## src/rtl/rf_pkg.sv

```systemverilog
// rf_pkg: shared definitions for the register-file sequencer and any other
// block that drives the RF controls.
//   - FunSel codes, command opcodes, RF addresses, sequencer state encoding
//   - is_reserved_op(): true for the two unused opcodes
package rf_pkg;

  localparam int RF_DATA_W = 8;

  // RF function select
  localparam logic [1:0] FS_CLR  = 2'b00;
  localparam logic [1:0] FS_LOAD = 2'b01;
  localparam logic [1:0] FS_DEC  = 2'b10;
  localparam logic [1:0] FS_INC  = 2'b11;

  // Command opcodes
  localparam logic [2:0] OP_CLR  = 3'b000;
  localparam logic [2:0] OP_LDI  = 3'b001;
  localparam logic [2:0] OP_INC  = 3'b010;
  localparam logic [2:0] OP_DEC  = 3'b011;
  localparam logic [2:0] OP_MOV  = 3'b100;
  localparam logic [2:0] OP_SWAP = 3'b101;

  // RF addresses: 0xx -> T(xx+1), 1xx -> R(xx+1)
  localparam logic [2:0] ADDR_T1 = 3'b000;
  localparam logic [2:0] ADDR_T2 = 3'b001;
  localparam logic [2:0] ADDR_T3 = 3'b010;
  localparam logic [2:0] ADDR_T4 = 3'b011;
  localparam logic [2:0] ADDR_R1 = 3'b100;
  localparam logic [2:0] ADDR_R2 = 3'b101;
  localparam logic [2:0] ADDR_R3 = 3'b110;
  localparam logic [2:0] ADDR_R4 = 3'b111;

  typedef enum logic [1:0] {
    ST_IDLE = 2'b00,
    ST_W1   = 2'b01,
    ST_W2   = 2'b10,
    ST_W3   = 2'b11
  } state_t;

  function automatic logic is_reserved_op(input logic [2:0] op);
    return op[2:1] == 2'b11;
  endfunction

endpackage

```

## src/rtl/rf_sel_decode.sv

```systemverilog
// rf_sel_decode: turns an RF address plus a write enable into the one-hot
// R/T enable vectors the register file expects.
//   addr  in  3  RF address (0xx = T(xx+1), 1xx = R(xx+1))
//   en    in  1  write enable; both outputs are zero when low
//   r_sel out 4  R enables, bit3 = R1 .. bit0 = R4
//   t_sel out 4  T enables, bit3 = T1 .. bit0 = T4
module rf_sel_decode
  import rf_pkg::*;
(
  input  logic [2:0] addr,
  input  logic       en,
  output logic [3:0] r_sel,
  output logic [3:0] t_sel
);

  logic [3:0] one_hot;

  always_comb begin
    r_sel   = 4'b0000;
    t_sel   = 4'b0000;
    // Register 1 of a bank sits in the MSB, so shift right by the index.
    one_hot = 4'b1000 >> addr[1:0];
    if (en) begin
      if (addr[2]) r_sel = one_hot;
      else         t_sel = one_hot;
    end
  end

endmodule

```

## src/rtl/rf_sequencer.sv

```systemverilog
// rf_sequencer: accepts one register-transfer command per valid/ready
// handshake and expands it into RF write cycles (one for CLR/LDI/INC/DEC/MOV,
// three for SWAP through the scratch register).
//   clk, reset              clock, synchronous active-high reset
//   cmd_valid/cmd_ready     command handshake
//   cmd_op/dst/src/imm      command fields, latched on acceptance
//   done, err               registered completion / illegal-command pulses
//   rf_O1Sel..rf_i          RF control outputs (combinational from state)
//   rf_O1                   RF read port 1 data, looped back for MOV/SWAP
//   dbg_state               current FSM state, for observation only
//
// Handshake: a command transfers on a rising edge where cmd_valid and
// cmd_ready are both high. cmd_ready is high only in IDLE while reset is low;
// the command fields are captured on that edge and later input changes have
// no effect on the command in flight.
module rf_sequencer
  import rf_pkg::*;
#(
  parameter int         DATA_W   = 8,
  parameter logic [2:0] SWAP_TMP = ADDR_T4
) (
  input  logic              clk,
  input  logic              reset,
  input  logic              cmd_valid,
  output logic              cmd_ready,
  input  logic [2:0]        cmd_op,
  input  logic [2:0]        cmd_dst,
  input  logic [2:0]        cmd_src,
  input  logic [DATA_W-1:0] cmd_imm,
  output logic              done,
  output logic              err,
  output logic [2:0]        rf_O1Sel,
  output logic [2:0]        rf_O2Sel,
  output logic [1:0]        rf_FunSel,
  output logic [3:0]        rf_RSel,
  output logic [3:0]        rf_TSel,
  output logic [DATA_W-1:0] rf_i,
  input  logic [DATA_W-1:0] rf_O1,
  output state_t            dbg_state
);

  state_t            state_q, state_d;
  logic [2:0]        op_q, op_d;
  logic [2:0]        dst_q, dst_d;
  logic [2:0]        src_q, src_d;
  logic [DATA_W-1:0] imm_q, imm_d;
  logic              done_q, done_d;
  logic              err_q, err_d;

  logic              accept;
  logic              illegal;
  logic              wr_en;
  logic [2:0]        wr_addr;

  assign cmd_ready = (state_q == ST_IDLE) && !reset;
  assign accept    = cmd_valid && cmd_ready;
  assign illegal   = is_reserved_op(cmd_op) ||
                     ((cmd_op == OP_SWAP) &&
                      ((cmd_dst == SWAP_TMP) || (cmd_src == SWAP_TMP)));

  // Next state, latched command and completion pulses
  always_comb begin
    state_d = state_q;
    op_d    = op_q;
    dst_d   = dst_q;
    src_d   = src_q;
    imm_d   = imm_q;
    done_d  = 1'b0;
    err_d   = 1'b0;
    unique case (state_q)
      ST_IDLE: begin
        if (accept) begin
          op_d  = cmd_op;
          dst_d = cmd_dst;
          src_d = cmd_src;
          imm_d = cmd_imm;
          // Illegal commands never leave IDLE; they just report next cycle.
          if (illegal) begin
            done_d = 1'b1;
            err_d  = 1'b1;
          end else begin
            state_d = ST_W1;
          end
        end
      end
      ST_W1: begin
        if (op_q == OP_SWAP) begin
          state_d = ST_W2;
        end else begin
          state_d = ST_IDLE;
          done_d  = 1'b1;
        end
      end
      ST_W2: state_d = ST_W3;
      ST_W3: begin
        state_d = ST_IDLE;
        done_d  = 1'b1;
      end
      default: state_d = ST_IDLE;
    endcase
  end

  // RF controls; FunSel=load and O1Sel=0 are the resting values
  always_comb begin
    rf_O1Sel  = 3'b000;
    rf_FunSel = FS_LOAD;
    rf_i      = '0;
    wr_en     = 1'b0;
    wr_addr   = dst_q;
    unique case (state_q)
      ST_W1: begin
        wr_en = 1'b1;
        unique case (op_q)
          OP_CLR: rf_FunSel = FS_CLR;
          OP_LDI: rf_i      = imm_q;
          OP_INC: rf_FunSel = FS_INC;
          OP_DEC: rf_FunSel = FS_DEC;
          OP_MOV: begin
            rf_O1Sel = src_q;
            rf_i     = rf_O1;
          end
          OP_SWAP: begin
            rf_O1Sel = src_q;
            rf_i     = rf_O1;
            wr_addr  = SWAP_TMP;
          end
          default: wr_en = 1'b0;
        endcase
      end
      ST_W2: begin
        wr_en    = 1'b1;
        rf_O1Sel = dst_q;
        rf_i     = rf_O1;
        wr_addr  = src_q;
      end
      ST_W3: begin
        wr_en    = 1'b1;
        rf_O1Sel = SWAP_TMP;
        rf_i     = rf_O1;
        wr_addr  = dst_q;
      end
      default: ;
    endcase
  end

  // Reset gates the enables so an interrupted sequence writes nothing more.
  rf_sel_decode u_sel_decode (
    .addr  (wr_addr),
    .en    (wr_en && !reset),
    .r_sel (rf_RSel),
    .t_sel (rf_TSel)
  );

  assign rf_O2Sel  = dst_q;
  assign done      = done_q;
  assign err       = err_q;
  assign dbg_state = state_q;

  always_ff @(posedge clk) begin
    if (reset) begin
      state_q <= ST_IDLE;
      op_q    <= 3'b000;
      dst_q   <= 3'b000;
      src_q   <= 3'b000;
      imm_q   <= '0;
      done_q  <= 1'b0;
      err_q   <= 1'b0;
    end else begin
      state_q <= state_d;
      op_q    <= op_d;
      dst_q   <= dst_d;
      src_q   <= src_d;
      imm_q   <= imm_d;
      done_q  <= done_d;
      err_q   <= err_d;
    end
  end

endmodule

```

## config.mk

```make
export PLATFORM = sky130hd
export DESIGN_NAME = rf_sequencer
export DESIGN_NICKNAME = d
export VERILOG_FILES = /design/src/rtl/rf_pkg.sv /design/src/rtl/rf_sel_decode.sv /design/src/rtl/rf_sequencer.sv
export SDC_FILE = /design/constraint.sdc
export NUM_CORES = 1
export LEC_CHECK = 0
export ABC_CLOCK_PERIOD_IN_PS = 4700
export CAP_MARGIN = 20
export CORE_ASPECT_RATIO = 1.5
export CORE_MARGIN = 3
export CORE_UTILIZATION = 45
export CTS_CLUSTER_DIAMETER = 100
export DETAILED_ROUTE_END_ITERATION = 8
export GPL_TIMING_DRIVEN = 0
export PLACE_DENSITY = 0.83
export SYNTH_ARGS = -nofsm -noshare
export SYNTH_HDL_FRONTEND = slang
export SYNTH_SLANG_ARGS = --single-unit
```

## constraint.sdc

```tcl
create_clock -name clk -period 4.7 [get_ports clk]
set_input_delay 0.94 -clock clk [delete_from_list [all_inputs] [get_ports clk]]
set_output_delay 0.94 -clock clk [all_outputs]
set_load 0.005 [all_outputs]
```

==> results.txt, run 1 <==
----------------------------------------------------
[Run status]
  Status ... completed

[Logic synthesis]
  Count of cell types in the netlist ... 42
  Cell type with the largest total area after synthesis ... sky130_fd_sc_hd__dfxtp_1
  Main area contributors after synthesis ... sky130_fd_sc_hd__dfxtp_1, sky130_fd_sc_hd__nand3b_1, sky130_fd_sc_hd__nand2_1, sky130_fd_sc_hd__ha_1, sky130_fd_sc_hd__a22oi_1
  Cell area after technology mapping ... 1310 um2
  Cells after synthesis ... 164
  Fraction of the yosys area taken by sequential cells ... 32.2%
  Seq cells post-synth ... 21
  Average cell area after synthesis ... 7.96 um2
  Share of Yosys cell area claimed by the top area cell type ... 32.2%
  Async S/R FF share, synth ... 0%
  Number of flops mapped to enable cells by yosys ... 0
  Post-Synthesis Net Count ... 198
  Most used flip-flop cell after synthesis ... sky130_fd_sc_hd__dfxtp_1
  Ys Warns ... 0

[Route]
  Via total after detailed routing ... 1446
  Post-detailed-route via-to-cell ratio ... 5.54
  Mean routed wirelength per cell ... 15.4 um
  First-pass iteration count of the detailed router ... 4
  Final Routed Wirelength ... 4030 um
  DRC violation total after the first TritonRoute iteration ... 47
  Number of routed nets with antenna violations ... 0
  DRC violations left ... 0

[Timing]
  Tmin final ... 3670 ps
  Number of pins exceeding their max-slew limit in the final report ... 0
  Number of failing hold endpoints at the final stage ... 0
  Headroom to the max-slew limit ... 46.5%
  FMAX ... 273 MHz
  Transition at the pin with the smallest max-transition slack ... 800 ps
  Total of endpoints with negative setup slack in the final report ... 0
  Clk_skew ... 4.29 ps
  Post-Route Setup TNS ... 0 ps
  Hold slack final ... 481 ps
  Final worst-path cycle share ... 78.0%
  RSZ-0062 raised after global routing ... no
  Final setup slack of the worst path ... 1030 ps

[Pwr]
  Power Dens Cells ... 244 nW/um2
  Part of the power in the clock network ... 25.5%
  Cell-internal power ... 0.329 mW
  Worst ir drop on vdd ... 0.204 mV
  Leak ... 0.748 nW
  Sw Ratio ... 31.0%
  Share of total power in sequential cells ... 43.8%
  Fraction of power consumed by combinational cells ... 30.7%
  Net switching power ... 0.148 mW

[Worst setup path]
  Critical path class ... in2out
  Critical path data required time ... 3760 ps
  R2R cell count ... 6
  CP Data Arrival Time ... 2730 ps
  Crit. End Element ... primary output
  Worst-path maximum fanout ... 7
  Startpoint kind of the worst setup timing path ... input pin

[Cells and area]
  Final-stage net count ... 259
  Proportion of layout cells with a drive suffix above 1 ... 4.46%
  Number of antenna cells inserted ... 0
  Most used cells in the layout excluding fill and tap cells ... sky130_fd_sc_hd__clkdlybuf4s50_1, sky130_fd_sc_hd__nand2_1, sky130_fd_sc_hd__dfxtp_1
  Most frequent standard cell in the layout excluding fill and tap cells ... sky130_fd_sc_hd__clkdlybuf4s50_1
  Syn-to-layout area delta ... 50.2%
  Post-route design area ... 1960 um2

[Min path]
  Number of cells traversed by the worst hold path ... 2
  Worst hold-check path type ... reg2reg

[Global routing]
  Met3 track demand over resource in global routing ... 5.13%
  Busiest metal layer after global routing ... met2
  All-Layer GR Usage ... 23.6%
  Met2 Track Usage GR ... 48.0%
  Largest net degree at the start of global routing ... 14
  Via count of the first global-routing pass ... 1529
  Number of antenna violations at the first check in global routing ... 0
  Grt ovf ... 0
  Global-route wire length before repair ... 6660 um
  Met1 layer usage reported by global route ... 21.7%

[Clock network]
  Clock root buffer ... sky130_fd_sc_hd__clkbuf_8
  Buffer count from post-CTS setup fixing ... 0
  Clock slew at the register clock pins of the worst setup and hold paths ... 80 ps
  H-tree levels ... 1
  Longest Clk Path Bufs ... 2
  Post-CTS Hold Fix Bufs ... 0
  Post-cts resize count ... 0
  Worst skew pair latency ... 270 ps
  Clock buffer count from CTS ... 3
  Sinks on the clock net ... 21
  CTS tree ... built

[Floorplan]
  Area enclosed by the die boundary ... 3600 um2
  Rows ... 23
  Initial Util ... 47.7%
  Standard cell core area ... 2730 um2
  Total I/O pin count ... 57
  Vert. Die Dim ... 72.0 um
  Die Span X ... 50.0 um

[Placed design]
  Pre-CTS worst setup slack ... 1070 ps
  Final weighted congestion in routability-driven placement ... 0.911
  Placed wire-length estimate ... 3250 um
  Cell Area, Placed ... 1910 um2
  Total of buffers placed on input and output ports ... 56

[Job]
  Number of violations of the max-capacitance limit ... 0

----------------------------------------------------
==> synthesized netlist by cell type, drive strengths merged (2+ instances only) <==
cell type / n
o31a: 2
a221oi: 2
nor3: 4
ha: 6
nand4b: 2
nand2b: 2
a21oi: 2
nand2: 32
clkbuf: 5
nor2: 15
o31ai: 2
and3b: 3
inv: 5
o21a: 3
or3: 3
a22oi: 9
nor4: 4
nand3b: 18
a21boi: 2
buf: 5
dfxtp: 21
o21ai: 2
==> registers in the layout (all words and copies together), names as in the netlist, named ones only <==
register / flops
err: 1
src_q: 3
dbg_state: 1
op_q: 3
rf_O2Sel: 3
done: 1
imm_q: 8
==> final timing paths <==
kind,from,end,slack [ps]
worst max-delay path,reset,rf_TSel[3],1030
worst min-delay path,imm_q[6],imm_q[6],480
worst max register to register,dbg_state[0],dbg_state[0],2860
worst min register to register,imm_q[6],imm_q[6],480
==> critical path: stages <==
cell	delay, ps
sky130_fd_sc_hd__clkdlybuf4s50_1	530
sky130_fd_sc_hd__nor2_1	190
sky130_fd_sc_hd__o31a_1	150
sky130_fd_sc_hd__o211ai_1	160
sky130_fd_sc_hd__nor3_1	230
sky130_fd_sc_hd__clkdlybuf4s50_1	530
==> power groups by stage <==
stage	logic, mW	clock network (mW)	registers, mW
after floorplan	0.0790	0	0.210
after global placement	0.141	0	0.212
after detailed placement	0.145	0	0.213
after CTS	0.146	0.122	0.209
after global routing	0.161	0.130	0.211
final	0.147	0.122	0.209
==> stage by stage <==
stage	util, %	instances	power, mW
floorplan	-	164	0.289
global placement	69.9	257	0.353
detailed placement	69.9	257	0.358
CTS	71.7	261	0.477
global route	71.7	261	0.502
finish	71.7	261	0.478
==> cell families after synthesis <==
family	after synthesis	share of synthesized area (%)
compound gates	31	17.4
simple gates	89	36.6
xor+xnor	1	0.671
flops	21	32.2
buf+inv	15	6.52
mux	1	0.767
fa+ha+maj	6	5.75
==> layer usage <==
| metal | vias to the layer above | wire length, um |
|---|---|---|
| met5 | - | 0 |
| met4 | 0 | 86 |
| met3 | 8 | 268 |
| met2 | 65 | 2220 |
| met1 | 669 | 1460 |
| li1 | 704 | - |
==> final cells by class <==
| type | instances | area [um2] |
|---|---|---|
| Multi-Input combinational cell | 128 | 800 |
| Fill cell | 227 | 773 |
| Timing Repair Buffer | 56 | 561 |
| Sequential cell | 21 | 420 |
| Buffer | 10 | 66.3 |
| Tap cell | 37 | 46.3 |
| Clock buffer | 3 | 41.3 |
| Inverter | 5 | 18.8 |
| Clock inverter | 1 | 7.51 |
Power figures use the tool's default switching activity.
==> inputs of run 2 (changes only) <==
--- a/config.mk
+++ b/config.mk
@@ -5,15 +5,15 @@
 export SDC_FILE = /design/constraint.sdc
 export NUM_CORES = 1
 export LEC_CHECK = 0
-export ABC_CLOCK_PERIOD_IN_PS = 4700
+export ABC_CLOCK_PERIOD_IN_PS = 3500
 export CAP_MARGIN = 20
 export CORE_ASPECT_RATIO = 1.5
 export CORE_MARGIN = 3
-export CORE_UTILIZATION = 45
+export CORE_UTILIZATION = 42
 export CTS_CLUSTER_DIAMETER = 100
 export DETAILED_ROUTE_END_ITERATION = 8
 export GPL_TIMING_DRIVEN = 0
-export PLACE_DENSITY = 0.83
+export PLACE_DENSITY = 0.78
 export SYNTH_ARGS = -nofsm -noshare
 export SYNTH_HDL_FRONTEND = slang
 export SYNTH_SLANG_ARGS = --single-unit
==> constraint.sdc (replaced) <==
create_clock -name clk -period 3.5 [get_ports clk]
set_input_delay 0.7 -clock clk [delete_from_list [all_inputs] [get_ports clk]]
set_output_delay 0.7 -clock clk [all_outputs]
set_load 0.005 [all_outputs]
==> results.txt, run 2 (synthesized netlist as in run 1, its figures left out) <==
----------------------------------------------------
[Job]
  Number of violations of the max-capacitance limit ... 0

[Clock network]
  Post-CTS Hold Fix Bufs ... 0
  Sinks on the clock net ... 21
  Clock root buffer ... sky130_fd_sc_hd__clkbuf_8
  Clock buffer count from CTS ... 3
  Clock slew at the register clock pins of the worst setup and hold paths ... 80 ps
  Longest Clk Path Bufs ... 2
  Worst skew pair latency ... 270 ps
  CTS tree ... built
  H-tree levels ... 1

[Global routing]
  Met3 track demand over resource in global routing ... 2.81%
  Grt ovf ... 0
  Largest net degree at the start of global routing ... 13
  All-Layer GR Usage ... 21.4%
  Met2 Track Usage GR ... 41.1%
  Global-route wire length before repair ... 6270 um
  Busiest metal layer after global routing ... met2
  Via count of the first global-routing pass ... 1486
  Number of antenna violations at the first check in global routing ... 0
  Met1 layer usage reported by global route ... 21.7%

[Floorplan]
  Standard cell core area ... 2940 um2
  Die Span X ... 51.5 um
  Total I/O pin count ... 57
  Rows ... 24
  Vert. Die Dim ... 74.3 um
  Area enclosed by the die boundary ... 3830 um2
  Initial Util ... 44.3%

[Cells and area]
  Final-stage net count ... 259
  Most used cells in the layout excluding fill and tap cells ... sky130_fd_sc_hd__clkdlybuf4s50_1, sky130_fd_sc_hd__nand2_1, sky130_fd_sc_hd__dfxtp_1
  Most frequent standard cell in the layout excluding fill and tap cells ... sky130_fd_sc_hd__clkdlybuf4s50_1
  Largest register FFs ... 8
  Proportion of layout cells with a drive suffix above 1 ... 4.46%
  Syn-to-layout area delta ... 50.9%
  Register with the most flip-flops ... imm_q
  Number of antenna cells inserted ... 0

[Route]
  Post-detailed-route via-to-cell ratio ... 5.63
  DRC violations left ... 0
  Mean routed wirelength per cell ... 15.2 um
  Final Routed Wirelength ... 3990 um
  First-pass iteration count of the detailed router ... 5
  Via total after detailed routing ... 1481
  Number of routed nets with antenna violations ... 0
  DRC violation total after the first TritonRoute iteration ... 42

[Placed design]
  Pre-CTS worst setup slack ... 346 ps
  Final weighted congestion in routability-driven placement ... 0.869
  Total of buffers placed on input and output ports ... 56
  Placed wire-length estimate ... 3140 um

[Timing]
  Total of endpoints with negative setup slack in the final report ... 0
  Headroom to the max-slew limit ... 64.9%
  Transition at the pin with the smallest max-transition slack ... 525 ps
  Tmin final ... 3270 ps
  FMAX ... 306 MHz
  Number of failing hold endpoints at the final stage ... 0
  Final worst-path cycle share ... 93.3%
  Final setup slack of the worst path ... 234 ps
  Number of pins exceeding their max-slew limit in the final report ... 0
  RSZ-0062 raised after global routing ... no
  Clk_skew ... 5.31 ps
  Post-Route Setup TNS ... 0 ps

[Pwr]
  Leak ... 0.753 nW
  Power Dens Cells ... 325 nW/um2
  Worst ir drop on vdd ... 0.211 mV

[Min path]
  Worst hold-check path type ... reg2reg
  Worst min-delay path endpoint ... imm_q[1]
  Startpoint of the lowest-slack hold path ... imm_q[1]
  Number of cells traversed by the worst hold path ... 2

[Worst setup path]
  R2R cell count ... 7
  Startpoint kind of the worst setup timing path ... flop
  Worst-path maximum fanout ... 10
  Critical path data required time ... 2800 ps
  Crit. End Element ... primary output
  Register-to-Register Setup Slack ... 1660 ps
  Critical path class ... reg2out
  CP Data Arrival Time ... 2570 ps
  R2r startpoint ... dbg_state[0]

[Run status]
  Status ... completed

----------------------------------------------------
run 2: cell count changes in the layout (fill, tap and decap cells not counted), sizes merged:
cell,delta
clkinv,+1
clkinvlp,-1
run 2: metrics by stage:
stage	total power, mW	hold WS [ps]	instance area [um2]	util [%]	instances
2_1_floorplan	0.388	450	1310	-	164
3_3_place_gp	0.473	460	1910	65.1	259
3_5_place_dp	0.479	471	1910	65.1	259
4_1_cts	0.639	484	1960	66.6	263
5_1_grt	0.674	502	1970	66.9	263
6_report	0.640	486	1970	66.9	263
run 2: critical path, stage by stage, from the launching register on:
cell and delay, ps:
sky130_fd_sc_hd__dfxtp_1 390, sky130_fd_sc_hd__inv_1 140, sky130_fd_sc_hd__ha_1 220, sky130_fd_sc_hd__clkbuf_2 180, sky130_fd_sc_hd__and2_1 220, sky130_fd_sc_hd__o21a_1 190, sky130_fd_sc_hd__o22a_1 230, sky130_fd_sc_hd__nor4_1 190
sky130_fd_sc_hd__clkdlybuf4s50_1 560
run 2: how the worst max path moves through the flow:
| stage | start | to | slack (ps) | cells past startpoint |
|---|---|---|---|---|
| after floorplan | dbg_state[0] | rf_RSel[1] | 1180 | 7 |
| after global placement | reset | rf_TSel[0] | 420 | 6 |
| after detailed placement | reset | rf_TSel[2] | 350 | 6 |
| after CTS | flop | rf_i[4] | 110 | 7 |
| after global routing | dbg_state[0] | rf_RSel[3] | 20 | 8 |
| final | dbg_state[0] | rf_RSel[3] | 230 | 8 |
run 2: power breakdown:
group | switching [mW] | internal, mW | leakage, nW | total (mW)
clock network | 0.0818 | 0.0795 | 0.0255 | 0.161
registers | 0.0188 | 0.263 | 0.173 | 0.282
logic | 0.0970 | 0.0999 | 0.555 | 0.197
run 2: cell type report:
| type | instances | area [um2] |
|---|---|---|
| buffer | 10 | 66.3 |
| clock buffer | 3 | 41.3 |
| clock inverter | 1 | 5.00 |
| fill | 286 | 973 |
| inverter | 5 | 18.8 |
| multi-input combinational | 128 | 808 |
| sequential | 21 | 420 |
| tap | 39 | 48.8 |
| timing repair buffer | 56 | 561 |
run 2: what timing repair did:
action	in CTS	in global routing
endpoints found under the setup margin	0	8
gates resized for setup	0	1
setup buffers	0	0
run 2: layer usage:
layer,wire [um],up-vias
met5,0,-
met4,111,0
met3,232,11
met2,2140,81
met1,1510,684
li1,-,705
